[src/rtl/klp32_alu_pkg.sv]
// Shared ALU definitions: operation encoding and the carry-in helper used by
// every adder that supports both addition and subtraction.
package klp32_alu_pkg;

  typedef enum logic {
    OP_ADD = 1'b0,
    OP_SUB = 1'b1
  } alu_op_e;

  // Subtraction runs as X + ~Y + ~borrow, so the adder sees the inverted borrow.
  function automatic logic effCarryIn(input logic opSel, input logic carryIn);
    return (opSel == OP_SUB) ? ~carryIn : carryIn;
  endfunction

endpackage

[src/rtl/addsub_chunk.sv]
// One slice of the pipelined adder: a CW-bit ripple add with carry in/out.
module addsub_chunk #(
  parameter int CW = 8
) (
  input  logic [CW-1:0] a,
  input  logic [CW-1:0] b,
  input  logic          cin,
  output logic [CW-1:0] sum,
  output logic          cout
);

  // Widen by one bit so the top bit of the add is the chunk carry-out.
  always_comb begin
    {cout, sum} = {1'b0, a} + {1'b0, b} + {{CW{1'b0}}, cin};
  end

endmodule

[src/rtl/addsub_pipe.sv]
// Pipelined add/subtract unit. The operands are cut into STAGES chunks; each
// stage adds one chunk using the carry registered by the stage before it.
// Upper operand chunks travel down the pipe (rotated so the next chunk is
// always at the bottom) and finished sum chunks accumulate, so the full
// result, flags and tag leave together from a registered output stage.
// The whole pipe freezes while the output holds an unconsumed result.
module addsub_pipe
  import klp32_alu_pkg::*;
#(
  parameter int WIDTH  = 32,
  parameter int STAGES = 4,
  parameter int TAG_W  = 4
) (
  input  logic             clk,
  input  logic             reset,
  input  logic             in_valid,
  output logic             in_ready,
  input  logic             op,
  input  logic             carryin,
  input  logic [WIDTH-1:0] X,
  input  logic [WIDTH-1:0] Y,
  input  logic [TAG_W-1:0] in_tag,
  output logic             out_valid,
  input  logic             out_ready,
  output logic [WIDTH-1:0] S,
  output logic             carryout,
  output logic             overflow,
  output logic             zero,
  output logic             negative,
  output logic [TAG_W-1:0] out_tag
);

  localparam int SAFE_STAGES = (STAGES < 1) ? 1 : STAGES;
  localparam int CW          = WIDTH / SAFE_STAGES;
  localparam int LAST        = SAFE_STAGES - 1;

  if ((STAGES < 1) || ((WIDTH % SAFE_STAGES) != 0)) begin : g_bad_params
    $error("addsub_pipe: STAGES must be >= 1 and divide WIDTH evenly");
  end

  logic             stall;
  logic [WIDTH-1:0] yEff;
  logic             cinEff;

  logic             valid_q [SAFE_STAGES];
  logic [TAG_W-1:0] tag_q   [SAFE_STAGES];
  logic [WIDTH-1:0] x_q     [SAFE_STAGES];
  logic [WIDTH-1:0] y_q     [SAFE_STAGES];
  logic [WIDTH-1:0] sum_q   [SAFE_STAGES];
  logic             carry_q [SAFE_STAGES];

  logic             valid_d [SAFE_STAGES];
  logic [TAG_W-1:0] tag_d   [SAFE_STAGES];
  logic [WIDTH-1:0] x_d     [SAFE_STAGES];
  logic [WIDTH-1:0] y_d     [SAFE_STAGES];
  logic [WIDTH-1:0] sum_d   [SAFE_STAGES];
  logic             carry_d [SAFE_STAGES];

  logic             outValid_q;
  logic [WIDTH-1:0] s_q;
  logic             cout_q;
  logic             ovf_q;
  logic             zero_q;
  logic             neg_q;
  logic [TAG_W-1:0] outTag_q;
  logic             ovf_d;

  assign stall    = outValid_q && !out_ready;
  assign in_ready = !stall;

  assign yEff   = (op == OP_SUB) ? ~Y : Y;
  assign cinEff = effCarryIn(op, carryin);

  for (genvar k = 0; k < SAFE_STAGES; k++) begin : g_stage
    logic [WIDTH-1:0] srcX;
    logic [WIDTH-1:0] srcY;
    logic [WIDTH-1:0] srcSum;
    logic             srcCin;
    logic [CW-1:0]    chunkSum;
    logic             chunkCout;

    if (k == 0) begin : g_head
      assign srcX       = X;
      assign srcY       = yEff;
      assign srcSum     = '0;
      assign srcCin     = cinEff;
      assign valid_d[k] = in_valid;
      assign tag_d[k]   = in_tag;
    end else begin : g_body
      assign srcX       = x_q[k-1];
      assign srcY       = y_q[k-1];
      assign srcSum     = sum_q[k-1];
      assign srcCin     = carry_q[k-1];
      assign valid_d[k] = valid_q[k-1];
      assign tag_d[k]   = tag_q[k-1];
    end

    addsub_chunk #(.CW(CW)) u_chunk (
      .a    (srcX[CW-1:0]),
      .b    (srcY[CW-1:0]),
      .cin  (srcCin),
      .sum  (chunkSum),
      .cout (chunkCout)
    );

    assign x_d[k]     = (srcX >> CW) | (srcX << (WIDTH - CW));
    assign y_d[k]     = (srcY >> CW) | (srcY << (WIDTH - CW));
    assign sum_d[k]   = srcSum | (WIDTH'(chunkSum) << (k * CW));
    assign carry_d[k] = chunkCout;
  end

  // After STAGES rotations the carried operands are back in original order.
  assign ovf_d = (x_q[LAST][WIDTH-1] == y_q[LAST][WIDTH-1]) &&
                 (sum_q[LAST][WIDTH-1] != x_q[LAST][WIDTH-1]);

  // Advance every stage and the output together unless the output is stalled.
  always_ff @(posedge clk) begin
    if (reset) begin
      for (int k = 0; k < SAFE_STAGES; k++) begin
        valid_q[k] <= 1'b0;
        tag_q[k]   <= '0;
        x_q[k]     <= '0;
        y_q[k]     <= '0;
        sum_q[k]   <= '0;
        carry_q[k] <= 1'b0;
      end
      outValid_q <= 1'b0;
      s_q        <= '0;
      cout_q     <= 1'b0;
      ovf_q      <= 1'b0;
      zero_q     <= 1'b0;
      neg_q      <= 1'b0;
      outTag_q   <= '0;
    end else if (!stall) begin
      for (int k = 0; k < SAFE_STAGES; k++) begin
        valid_q[k] <= valid_d[k];
        tag_q[k]   <= tag_d[k];
        x_q[k]     <= x_d[k];
        y_q[k]     <= y_d[k];
        sum_q[k]   <= sum_d[k];
        carry_q[k] <= carry_d[k];
      end
      outValid_q <= valid_q[LAST];
      s_q        <= sum_q[LAST];
      cout_q     <= carry_q[LAST];
      ovf_q      <= ovf_d;
      zero_q     <= (sum_q[LAST] == '0);
      neg_q      <= sum_q[LAST][WIDTH-1];
      outTag_q   <= tag_q[LAST];
    end
  end

  assign out_valid = outValid_q;
  assign S         = s_q;
  assign carryout  = cout_q;
  assign overflow  = ovf_q;
  assign zero      = zero_q;
  assign negative  = neg_q;
  assign out_tag   = outTag_q;

endmodule

[config.mk]
export PLATFORM = sky130hd
export DESIGN_NAME = addsub_pipe
export DESIGN_NICKNAME = d
export VERILOG_FILES = /design/src/rtl/klp32_alu_pkg.sv /design/src/rtl/addsub_chunk.sv /design/src/rtl/addsub_pipe.sv
export SDC_FILE = /design/constraint.sdc
export NUM_CORES = 1
export LEC_CHECK = 0
export ABC_AREA = 1
export CORE_MARGIN = 5
export CORE_UTILIZATION = 30
export CTS_CLUSTER_SIZE = 28
export DETAILED_ROUTE_END_ITERATION = 10
export SETUP_SLACK_MARGIN = 0.5
export SLEW_MARGIN = 40
export SYNTH_ARGS = -nofsm -noshare
export SYNTH_HDL_FRONTEND = slang
export SYNTH_SLANG_ARGS = --single-unit
[constraint.sdc]
create_clock -name clk -period 14.83 [get_ports clk]
set_clock_uncertainty 0.15 [all_clocks]
set_input_delay 2.2245 -clock clk [delete_from_list [all_inputs] [get_ports clk]]
set_output_delay 2.2245 -clock clk [all_outputs]
set_load 0.1 [all_outputs]
==> flow_summary.ini, run 1 <==
[synth]
ys.flop_type = edfxtp_1
postSynthAreaPerCell_um2 = 10.5
synth_cell_types = 30
synth_common_cells = 229 x nor2_1, 209 x inv_1, 202 x edfxtp_1
syn_inst = 1017
yosys.cell_count.top_type = nor2_1
ys_seq_area_frac = 0.641
netlist_top_cells_area = edfxtp_1 57%, nor2_1 8.0%, dfxtp_1 7.5%
netlist_area_mm2 = 0.0107
synth_fp_nets = 1127
async_reset_ff_frac = 0
synth_warnings = 0
netlist.area_leader.share = 0.566
synth-seq-cells = 242
yosysTopAreaCell = edfxtp_1
synth_edf_count = 202

[placement]
dp_hpwl_um = 12400
dp_slack_ps = 9140
gp_congestion = 0.790
port_buffers = 115

[pwr]
p_sw_frac = 0.234
power_density_mw_per_mm2 = 127
p_leak_nw = 5.71
clkPwrFrac = 0.417
p_sw_uw = 387
internal_power_mw = 1.27
design_power_total_mw = 1.66
p_seq_frac = 0.482
pwr-share-comb = 0.102
worst_ir_drop_vdd_mv = 0.0826

[clocking]
ctsRootBufferMaster = clkbuf_16
clock_path_buffers = 3
cts_num_sinks = 242
cts.repair.resized = 0
h-tree-depth = 1
clk_pin_slew_ps = 60
numCtsBuffers = 27
clkLatencyLatePin_ps = 520
tritoncts = done
holdBufCountCts = 0
post_cts_buffers = 0

[worst_setup_path]
critPathTopFamily = buffers and inverters
r2r-end = sum_q[2][20]
crit_start = out_ready
slowest_delay_ps = 460
ff2ff_path_depth = 7
crit_buf_inv = 3
slowest_stage = clkdlybuf4s50_1
reg2reg_from = out_valid
end_kind = output pin
worstSetupPathType = primary input to output pin
rrSetupSlack_ps = 12020
critPathRequiredTime_ps = 12460
crit_chain = clkdlybuf4s50_1 -> inv_1 -> nand2_4 -> buf_2
worstPathArrival_ps = 3300
worstPathMaxFanout = 4
worstSetupStartpointType = primary input

[floorplan]
num_rows = 69
initial_utilization = 0.303
fp.dieH_um = 199
dieArea_mm2 = 0.0396
die_w_um = 199
ioPinCount = 116
core-area_mm2 = 0.0354

[sta]
finalSetupViolations = 0
fmax_mhz = 176
post-route-period-util = 0.383
fin_tns_setup_ps = 0
grt_setup_unrepaired = false
drv_slew = 0
hold_violations = 0
fin_crit_ps = 5680
fin_ws_ps = 9150
relSlewSlack = 0.522
tightestPinTransition_ps = 717

[job]
drv_cap = 0

[run_status]
run_status = finished, final reports clean

[cells_and_area]
nFillCells = 3514
drive_above_1_share = 0.0842
area_growth_pct = 21.5
fin_util = 0.368
nNetsFinal = 1242
antenna_cells = 0

[detailed_routing]
vias = 6417
drc_errors = 0
dr.pass1.iters = 4
postRouteAntennaNets = 0
viasPerCell = 3.98
wl_per_cell_um = 11.9
drt_wl_total_um = 19100
drtIter0Drc = 327

[global_route]
grt_pass1_wl_um = 32300
overflow = 0
grt_max_degree = 141
antenna_found_initial = 0
grt_use_total = 0.0979
grt_pass1_vias = 6484

[hold_path]
holdPathStages = 2
min_from = valid_q[3]
hp-class = register to register
hold_path_end = out_valid
final cells by class:
cell class / instances / area (µm²) / share of cell area
Multi-Input combinational cell: 530 / 2840 / 0.218
Tap cell: 461 / 577 / 0.0443
Inverter: 211 / 807 / 0.0620
Timing Repair Buffer: 120 / 997 / 0.0766
Clock buffer: 33 / 698 / 0.0537
Clock inverter: 16 / 226 / 0.0174
Sequential cell: 242 / 6870 / 0.528
registers in the layout (all words and copies together), names as in the netlist:
signal	count
tag_q	16
carryout	1
zero	1
overflow	1
out_tag	4
carry_q	4
sum_q	80
y_q	49
S	32
x_q	49
valid_q	4
out_valid	1
worst max-delay path by stage:
stage,end,slack [ps],cells past startpoint
detailed placement,in_ready,9140,4
floorplan,carry_q[0],7400,5
finish,in_ready,9150,4
global route,in_ready,9120,4
CTS,in_ready,9130,4
global placement,in_ready,8430,4
metrics by stage:
step,cells,hold WS [ps],area [µm²]
global route,1613,327,13000
detailed placement,1563,290,12100
floorplan,1017,270,10700
global placement,1563,292,12300
CTS,1612,300,13000
finish,1613,292,13000
layout by cell type (no fill, tap or decap), drive strengths merged, types with 8 or more instances in the layout:
| cell type | count |
|---|---|
| nor2 | 230 |
| inv | 212 |
| edfxtp | 202 |
| nand2 | 109 |
| clkdlybuf4s50 | 72 |
| buf | 48 |
| dfxtp | 40 |
| clkbuf | 33 |
| a21oi | 32 |
| nand3 | 29 |
| ha | 28 |
| xnor2 | 25 |
| a22o | 24 |
| o21ai | 16 |
| xor2 | 8 |
| fa | 8 |
| clkinv | 8 |
power by group through the flow:
stage	logic (mW)	clock network, mW	registers (mW)
global route	0.192	0.745	0.803
finish	0.168	0.690	0.798
floorplan	0.0976	0	0.835
CTS	0.171	0.715	0.799
global placement	0.171	0	0.813
detailed placement	0.169	0	0.813
worst register-to-register path: cells and delay by family (launching register included):
kind | cells | cell delay (ps)
buffers and inverters | 3 | 1320
and+or+nand+nor | 2 | 460
DFF | 1 | 370
AOI/OAI and AO/OA | 2 | 250
cells by family (layout without fill, tap and decap cells):
logic type	after synthesis	count (layout)	share of synthesized area
xor+xnor	33	33	0.0270
simple gates	386	386	0.145
fa+ha+maj	36	36	0.0477
buf+inv	245	380	0.0952
compound gates	75	75	0.0441
flops	242	242	0.641
per-layer routing:
| layer | track usage | up-vias | part of all wire |
|---|---|---|---|
| li1 | - | 3450 | - |
| met1 | 0.142 | 2813 | 0.50 |
| met2 | 0.149 | 117 | 0.43 |
| met3 | 0.0181 | 37 | 0.046 |
| met4 | 0.0327 | 0 | 0.026 |
| met5 | 0 | - | 0 |
Note: power is estimated with default switching activity, not from simulation.
==> inputs of run 2 (changes only) <==
- clock period: 14.83 -> 4.8 ns (I/O delays scaled with it)
==> flow_summary.ini, run 2 (synthesis results as in run 1) <==
[run_status]
run_status = finished, final reports clean

[hold_path]
holdPathStages = 2
hp-class = register to register
min_from = valid_q[3]
hold_path_end = out_valid

[worst_setup_path]
worstSetupStartpointType = primary input
crit_start = out_ready
critPathRequiredTime_ps = 3930
crit_buf_inv = 3
critPathTopFamily = buffers and inverters
worstSetupPathType = primary input to output pin
ff2ff_path_depth = 8
end_kind = output pin
worstPathMaxFanout = 4
slowest_stage = clkdlybuf4s50_1
slowest_delay_ps = 510
r2r-end = carry_q[3]
reg2reg_from = x_q[2][0]
worstPathArrival_ps = 1900
rrSetupSlack_ps = 2570
crit_chain = clkdlybuf4s50_1 -> clkinvlp_4 -> nand2_8 -> buf_2

[floorplan]
core-area_mm2 = 0.0354
initial_utilization = 0.303
ioPinCount = 116
die_w_um = 199
num_rows = 69
fp.dieH_um = 199
dieArea_mm2 = 0.0396

[cells_and_area]
antenna_cells = 0
area_growth_pct = 21.5
nNetsFinal = 1243
layout.cells.non_filler = 1614
top_register = sum_q
largest_reg_flops = 80
drive_above_1_share = 0.0859
final_common_cell = nor2_1
reg.largest.list = sum_q: 80 flops, x_q: 49 flops, y_q: 49 flops
fin_area_mm2 = 0.0130
fin_util = 0.368
final_cell_mix = 229 x nor2_1, 207 x inv_1, 202 x edfxtp_1, 107 x nand2_1, 72 x clkdlybuf4s50_1

[placement]
dp_hpwl_um = 12800
gp_congestion = 0.805
dp_slack_ps = 1660
placed_cells = 1566
placed_area_mm2 = 0.0121
port_buffers = 115

[pwr]
p_sw_frac = 0.226
p_seq_frac = 0.488
pwr-share-comb = 0.102
power_density_mw_per_mm2 = 388
internal_power_mw = 3.91
p_sw_mw = 1.14
clkPwrFrac = 0.410
worst_ir_drop_vdd_mv = 0.277
p_leak_nw = 5.71

[detailed_routing]
vias = 6428
viasPerCell = 3.98
met1_length_um = 9420
topRoutingLayerUsed = met4
drc_errors = 0
dr_wl_met2_um = 8150
drtIter0Drc = 182
postRouteAntennaNets = 0
drt_wl_total_um = 18700
met3_length_um = 734
dr.pass1.iters = 4
wl_per_cell_um = 11.6

[global_route]
grt_pass1_wl_um = 31500
grt_use_total = 0.0951
grt_pass1_vias = 6347
overflow = 0
grt_max_degree = 118
antenna_found_initial = 0

[clocking]
clk_pin_slew_ps = 60
holdBufCountCts = 0
ctsRootBufferMaster = clkbuf_16
cts.repair.resized = 0
tritoncts = done
clkLatencyLatePin_ps = 510
clock_path_buffers = 3
h-tree-depth = 1
numCtsBuffers = 26
post_cts_buffers = 0
cts_num_sinks = 242

[sta]
post-route-period-util = 0.577
relSlewSlack = 0.499
drv_slew = 0
finalSetupViolations = 0
fin_ws_ps = 2030
fin_crit_ps = 2770
fmax_mhz = 361
hold_violations = 0
tightestPinTransition_ps = 752
fin_tns_setup_ps = 0
grt_setup_unrepaired = false

[job]
drv_cap = 0
==> run 2: per-stage QoR <==
stage / hold WS [ps] / power [mW]
after floorplan: 270 / 2.88
after global placement: 290 / 3.04
after detailed placement: 286 / 3.04
after CTS: 300 / 5.14
after global routing: 322 / 5.30
final: 293 / 5.05
==> run 2: layout make-up <==
class,instances,area (µm²)
Clock buffer,33,698
Timing Repair Buffer,122,1030
Inverter,211,802
Clock inverter,15,200
Fill cell,3532,22400
Tap cell,461,577
Multi-Input combinational cell,530,2850
Sequential cell,242,6870
==> run 2: worst max path at each step <==
stage	depth (start not counted)	slack (ps)	endpoint
after floorplan	5	-30	carry_q[0]
after global placement	4	1290	in_ready
after detailed placement	7	1660	sum_q[2][20]
after CTS	4	2020	in_ready
after global routing	4	2020	in_ready
final	4	2030	in_ready
==> run 2: layer usage <==
layer | track usage | up-vias
li1 | - | 3446
met1 | 0.138 | 2845
met2 | 0.146 | 102
met3 | 0.0166 | 35
met4 | 0.0289 | 0
met5 | 0 | -
==> run 2: worst min-delay path, delay by kind of cell, from the launching register on <==
| kind | cells | cell delay [ps] |
|---|---|---|
| DFF | 1 | 320 |
| and+or+nand+nor | 2 | 100 |
==> run 2: power groups by stage <==
stage	clock (mW)	combinational, mW	sequential [mW]
final	2.07	0.516	2.47
after global routing	2.23	0.591	2.48
after CTS	2.14	0.526	2.47
after detailed placement	0	0.523	2.51
after global placement	0	0.528	2.51
after floorplan	0	0.302	2.58
==> inputs of run 3 (changes only) <==
- clock period: 4.8 -> 2.2 ns (I/O delays scaled with it)
==> flow_summary.ini, run 3 (synthesis results as in run 1) <==
[placement]
gp_congestion = 0.817
placed_area_mm2 = 0.0125
placed_cells = 1582
dp_hpwl_um = 13900
dp_slack_ps = -225
port_buffers = 115

[worst_setup_path]
crit_buf_inv = 0
worstPathMaxFanout = 3
slowest_stage = fa_2
end_kind = register
slowest_delay_ps = 410
worstSetupStartpointType = register
critPathTopFamily = adder cells
crit_chain = fa_2 -> fa_2 -> nand2_2 -> nand2_2 -> nand3_2 -> nand2_2 -> nor2_1 -> nor2_1
worstPathArrival_ps = 2100
rrSetupSlack_ps = 230
crit_top_cell = nand2_2
critPathRequiredTime_ps = 2340
worstSetupPathType = register to register

[sta]
drv_slew = 0
fin_ws_ps = 235
fmax_mhz = 509
grt_setup_unrepaired = true
hold_violations = 0
fin_tns_setup_ps = 0
post-route-period-util = 0.893
finalSetupViolations = 0
fin_crit_ps = 1970
tightestPinTransition_ps = 424
whs_ps = 234
relSlewSlack = 0.717

[run_status]
run_status = finished, final reports clean

[pwr]
clkPwrFrac = 0.387
p_sw_mw = 2.58
worst_ir_drop_vdd_mv = 0.518
p_seq_frac = 0.492
power_density_mw_per_mm2 = 796
design_power_total_mw = 11.0
p_leak_nw = 5.91
p_sw_frac = 0.235
pwr-share-comb = 0.121
internal_power_mw = 8.40

[floorplan]
num_rows = 69
core-area_mm2 = 0.0354
fp.dieH_um = 199
initial_utilization = 0.303
die_w_um = 199
ioPinCount = 116
dieArea_mm2 = 0.0396

[clocking]
cts_num_sinks = 242
clkLatencyLatePin_ps = 520
numCtsBuffers = 26
ctsRootBufferMaster = clkbuf_16
tritoncts = done
h-tree-depth = 1
clock_path_buffers = 3
holdBufCountCts = 0
clk_pin_slew_ps = 60

[cells_and_area]
fin_area_mm2 = 0.0138
final_cell_mix = 220 x nor2_1, 202 x edfxtp_1, 201 x inv_1, 89 x nand2_1, 67 x clkdlybuf4s50_1
antenna_cells = 0
layout.cells.non_filler = 1635
largest_reg_flops = 80
nNetsFinal = 1264
top_register = sum_q
area_growth_pct = 28.7
fin_util = 0.390
reg.largest.list = sum_q: 80 flops, x_q: 49 flops, y_q: 49 flops
drive_above_1_share = 0.173
final_common_cell = nor2_1

[detailed_routing]
drt_wl_total_um = 19600
viasPerCell = 4.15
topRoutingLayerUsed = met5
drc_errors = 0
dr_wl_met2_um = 9520
dr.pass1.iters = 5
met1_length_um = 8580
vias = 6792
wl_per_cell_um = 12.0
met3_length_um = 949
drtIter0Drc = 250
postRouteAntennaNets = 0

[global_route]
grt_use_total = 0.0974
overflow = 0
grt_max_degree = 64
grt_pass1_vias = 6655
grt_pass1_wl_um = 31800
antenna_found_initial = 2

[hold_path]
hp-class = primary input to register

[job]
drv_cap = 0
## run 3: cell count changes in the layout (fill, tap and decap cells not counted), sizes merged
cell,delta
clkbuf,+2
clkdlybuf4s50,-5
clkdlybuf4s15,+1
buf,+21
dlymetal6s2s,+3
bufinv,-2
dlygate4sd2,+1
## run 3: timing repair
item / in CTS / in global routing
gates resized for setup: 24 / 62
endpoints found under the setup margin: 32 / 39
pin swaps: 22 / 26
setup buffers: 1 / 4
## run 3: final timing paths
check / startpoint / end / cells past startpoint
setup / recovery: carry_q[2] / sum_q[3][30] / 8
hold / removal: X[0] / sum_q[0][0] / 4
hold reg to reg: tag_q[3][0] / out_tag[0] / 1
setup reg to reg: carry_q[2] / sum_q[3][30] / 8
## run 3: layout make-up
cell class / instances / area (µm²)
fillers: 3474 / 21600
flip-flops and latches: 242 / 6870
clock inverters: 13 / 151
well taps: 461 / 577
repair buffers: 143 / 1460
inverters: 211 / 798
clock buffers: 35 / 694
multi-input cells: 530 / 3240
## run 3: worst reg2reg max path, cell delays in order (launching register included)
cell and delay (ps):
edfxtp_1 400, fa_2 410, fa_2 360, nand2_2 80
nand2_2 60, nand3_2 60, nand2_2 60, nor2_1 90
nor2_1 50
## run 3: routing by layer
layer | track usage | up-vias
li1 | - | 3488
met1 | 0.126 | 3139
met2 | 0.163 | 119
met3 | 0.0213 | 42
met4 | 0.0317 | 4
met5 | 0 | -
## run 3: power by group through the flow
stage | clock (mW) | sequential (mW) | combinational [mW]
2_1_floorplan | 0 | 5.63 | 0.690
3_3_place_gp | 0 | 5.47 | 1.23
3_5_place_dp | 0 | 5.48 | 1.24
4_1_cts | 4.39 | 5.39 | 1.26
5_1_grt | 4.59 | 5.43 | 1.49
6_report | 4.25 | 5.40 | 1.33
